==> config.mk <==
export PLATFORM = sky130hd
export DESIGN_NAME = gb_breakpoints
export DESIGN_NICKNAME = d
export VERILOG_FILES = /design/src/rtl/gb_breakpoints_pkg.sv /design/src/rtl/gb_rise_detect.sv /design/src/rtl/gb_breakpoints.sv
export SDC_FILE = /design/constraint.sdc
export NUM_CORES = 1
export LEC_CHECK = 0
export CAP_MARGIN = 15
export CELL_PAD_IN_SITES_DETAIL_PLACEMENT = 1
export CELL_PAD_IN_SITES_GLOBAL_PLACEMENT = 2
export CORE_MARGIN = 8
export CORE_UTILIZATION = 27
export CTS_BUF_LIST = sky130_fd_sc_hd__clkbuf_4 sky130_fd_sc_hd__clkbuf_8 sky130_fd_sc_hd__clkbuf_16
export CTS_CLUSTER_DIAMETER = 40
export DETAILED_ROUTE_END_ITERATION = 8
export HOLD_SLACK_MARGIN = 0.05
export MAX_ROUTING_LAYER = met4
export PLACE_DENSITY_LB_ADDON = 0.25
export RECOVER_POWER = 50
export SETUP_SLACK_MARGIN = 0.05
export SLEW_MARGIN = 25
export SYNTH_ARGS = -nofsm -noshare
export SYNTH_HDL_FRONTEND = slang
export SYNTH_HIERARCHICAL = 1
export SYNTH_SLANG_ARGS = --single-unit
==> constraint.sdc <==
create_clock -name clock -period 1.8 [get_ports clock]
set_clock_uncertainty 0.1 [all_clocks]
set_input_delay 0.36 -clock clock [delete_from_list [all_inputs] [get_ports clock]]
set_output_delay 0.36 -clock clock [all_outputs]
set_load 0.005 [all_outputs]
==> src/rtl/gb_breakpoints_pkg.sv <==
// Shared types and widths for the GB80 debug breakpoint register.
package gb_breakpoints_pkg;

    localparam int unsigned BYTE_W = 8;
    localparam int unsigned ADDR_W = 16;

    // Which address byte the next strobe writes.
    typedef enum logic {
        PTR_LOW  = 1'b0,
        PTR_HIGH = 1'b1
    } bp_ptr_e;

endpackage : gb_breakpoints_pkg

==> src/rtl/gb_rise_detect.sv <==
// 1-bit rising-edge detector for debug strobes and buttons.
// Ports:
//   clk, rst_n : clock and asynchronous active-low reset
//   din        : level input, sampled each rising clock edge
//   rise_c     : combinational, high while din=1 and its previous-cycle value was 0
// The history register resets to 0, so an input already high at the first
// edge after reset release counts as one rise.
module gb_rise_detect (
    input  logic clk,
    input  logic rst_n,
    input  logic din,
    output logic rise_c
);

    logic din_q;

    // Previous-cycle copy of the input.
    always_ff @(posedge clk or negedge rst_n) begin
        if (!rst_n) begin
            din_q <= 1'b0;
        end else begin
            din_q <= din;
        end
    end

    assign rise_c = din & ~din_q;

endmodule : gb_rise_detect

==> src/rtl/gb_breakpoints.sv <==
// Debug breakpoint address register for the GB80 CPU.
// Builds a 16-bit breakpoint address one byte per strobe rise (low byte
// first, then high byte, then wrapping) and exposes a byte-wide readback.
// Ports:
//   clock            : system clock, rising edge
//   reset            : asynchronous active-low reset
//   bp_addr_part_in  : byte to write on the next strobe rise
//   bp_hi_lo_sel_in  : write strobe; each 0->1 transition writes one byte
//   bp_hi_lo_disp_in : readback select, 0 = low byte, 1 = high byte
//   bp_addr          : registered breakpoint address to the CPU
//   bp_addr_disp     : combinational view of the selected byte of bp_addr
module gb_breakpoints
    import gb_breakpoints_pkg::*;
#(
    parameter logic [ADDR_W-1:0] DEFAULT_ADDR = 16'hFFFF
) (
    input  logic              clock,
    input  logic              reset,
    input  logic [BYTE_W-1:0] bp_addr_part_in,
    input  logic              bp_hi_lo_sel_in,
    input  logic              bp_hi_lo_disp_in,
    output logic [ADDR_W-1:0] bp_addr,
    output logic [BYTE_W-1:0] bp_addr_disp
);

    logic    wr_c;
    bp_ptr_e ptr;

    gb_rise_detect u_sel_rise (
        .clk    (clock),
        .rst_n  (reset),
        .din    (bp_hi_lo_sel_in),
        .rise_c (wr_c)
    );

    // Byte registers and write pointer; the unwritten byte keeps its value.
    always_ff @(posedge clock or negedge reset) begin
        if (!reset) begin
            bp_addr <= DEFAULT_ADDR;
            ptr     <= PTR_LOW;
        end else if (wr_c) begin
            if (ptr == PTR_LOW) begin
                bp_addr[BYTE_W-1:0] <= bp_addr_part_in;
                ptr                 <= PTR_HIGH;
            end else begin
                bp_addr[ADDR_W-1:BYTE_W] <= bp_addr_part_in;
                ptr                      <= PTR_LOW;
            end
        end
    end

    // Readback mux, no added register.
    always_comb begin
        bp_addr_disp = bp_addr[BYTE_W-1:0];
        if (bp_hi_lo_disp_in) begin
            bp_addr_disp = bp_addr[ADDR_W-1:BYTE_W];
        end
    end

endmodule : gb_breakpoints

==> flow_metrics.tcl <==
set metrics [dict create \
    status "complete, no violations" \
    min_path_type "flop to flop" \
    fillerInstances 325 \
    cts_made_buffers 3 \
    grt_max_degree 19 \
    yosysSeqAreaShare 0.5706 \
    synth_fp_nets 60 \
    hold_buffers 0 \
    grt_pass1_wl_mm 3.546 \
    cap_viol_max_count 0 \
    final_area_um2 1329 \
    ys_types 10 \
    ant_nets 0 \
    io_pins 36 \
    io_buffers 35 \
    fin_cells 137 \
    area_delta_synth_final_pct 61.15 \
    dp_cells 120 \
    arrival_ns 1.24 \
    via_per_inst 4.394 \
    grt_pass1_vias 678 \
    synth_area_per_cell_um2 17.18 \
    finalPower_uw 2149 \
    synth_top_area_share 0.5099 \
    grt_setup_unrepaired "no" \
    die_h_um 71.26 \
    initial_core_util 0.2769 \
    die_x_um 71.26 \
    synth_cells 48 \
    slew-limit-headroom 0.3790 \
    dieArea_um2 5078 \
    period_share 0.9453 \
    nNetsFinal 117 \
    endpoint_kind "output pin" \
    core_um2 2978 \
    path_class "primary input to output pin" \
    cts_buffer_depth 2 \
    synth_top_cell_by_area "dfstp_2" \
    power_density_nw_per_um2 1617 \
    ys.flop_type "dfstp_2" \
    yosysWarningCount 6 \
    wl_per_cell_um 15.26 \
    ys_top_cells_by_count "dfstp_2, mux2_2, mux2_4, dfrtp_1" \
    whs_ns 0.4386 \
    async_flop_share 1.000 \
    ys_ff_latch 18 \
    place_ws_ns -0.4286 \
    clock.fmax_ghz 0.5877 \
    syn-cell-area_um2 824.5 \
    crit_fanout 3 \
    cp-start-kind "primary input" \
    antenna_cells 0 \
    gp_congestion 0.6124 \
    vias 602 \
    insertion_delay_ns 0.29 \
    tightest_slew_ns 0.9314 \
    path_clk_slew_ns 0.10 \
    cts-root-buf "clkbuf_4" \
    placed_cell_area_um2 1257 \
    synth_area_leaders "dfstp_2, mux2_2, mux2_4" \
    multi_input_area_um2 330.3 \
    drt-pass1-iter-count 2 \
    cts.htree.levels 1 \
    seq_area_um2 470.5 \
    drt_iter0_markers 5 \
    synth_edf_count 0 \
    cts.sinks 18 \
    grt.overflow.total 0 \
    p_leak_uw 0.0006056 \
    dp_hpwl_mm 1.540 \
    fin_crit_ns 1.702 \
    ir_drop_mv 0.7523 \
    routed_wl_mm 2.090 \
    drive_gt1_frac 0.6827 \
    drc_errors 0 \
    crit_required_ns 1.34 \
    hold_viol_final 0 \
    grt_use_total 0.09145 \
    cts_tree "yes" \
    setup_viol_count_final 0 \
    rows 20 \
    setup_slack_ns 0.09840 \
    drv_slew 0 \
    antenna_found_initial 0 \
]
[flip-flops by register name (all words and copies together) (netlist names)]
signal,cells
u_sel_rise/din_q,1
ptr,1
bp_addr,16
[cells by family after synthesis]
kind of cell              share of synthesized area
muxes                                        0.3642
DFF                                          0.5706
xor gates and xnor gates                    0.01062
buffers and inverters                       0.01972
and+or+nand+nor                             0.03490
[worst paths after layout]
kind / cells after the start / slack (ns) / startpoint / endpoint
hold / removal: 1 / 0.44 / ptr / ptr
hold reg to reg: 1 / 0.44 / ptr / ptr
setup reg to reg: 4 / 0.40 / u_sel_rise/din_q / bp_addr[0]
max in group asynchronous: 2 / 0.43 / reset / u_sel_rise/din_q
min in group asynchronous: 2 / 0.61 / reset / ptr
setup / recovery: 4 / 0.1 / bp_hi_lo_disp_in / bp_addr_disp[5]
[cell type report]
type,instances,share of cell area
flip-flops and latches,18,0.3540
repair buffers,54,0.3390
multi-input cells,28,0.2486
well taps,33,0.03107
clock buffers,4,0.02731
[worst max-delay path, cell delays in order]
cell	delay, ns
clkdlybuf4s15_2	0.20
buf_6	0.10
mux2_2	0.32
dlygate4sd2_1	0.26
[where the power goes]
group | internal, uW | total [uW] | switching [uW]
clock | 123 | 249 | 126
combinational | 710 | 1050 | 337
sequential | 731 | 852 | 121
[layout by cell type (no fill, tap or decap), types with 3 or more instances in the layout]
master,instances
dlygate4sd2_1,17
clkbuf_4,3
dfstp_2,16
mux2_2,16
clkbuf_2,7
clkdlybuf4s50_1,8
buf_4,14
mux2_4,8
[per-stage QoR]
stage	util	setup TNS (ns)
floorplan	-	0
global placement	0.4223	-3.569
detailed placement	0.4223	-3.876
CTS	0.4500	0
global route	0.4462	0
finish	0.4462	0
[metal layers]
metal / vias up / routed length [um] / track usage
met2: 28 / 859 / 0.1245
met1: 290 / 999 / 0.1178
met3: 4 / 198 / 0.03208
li1: 280 / - / -
met4: 0 / 32 / 0.04157
met5: - / 0 / -
[timing repair]
item	in CTS	in global routing
gates resized for setup	29	14
setup endpoints to repair	24	8
buffers inserted	9	4
Power figures use the tool's default switching activity.
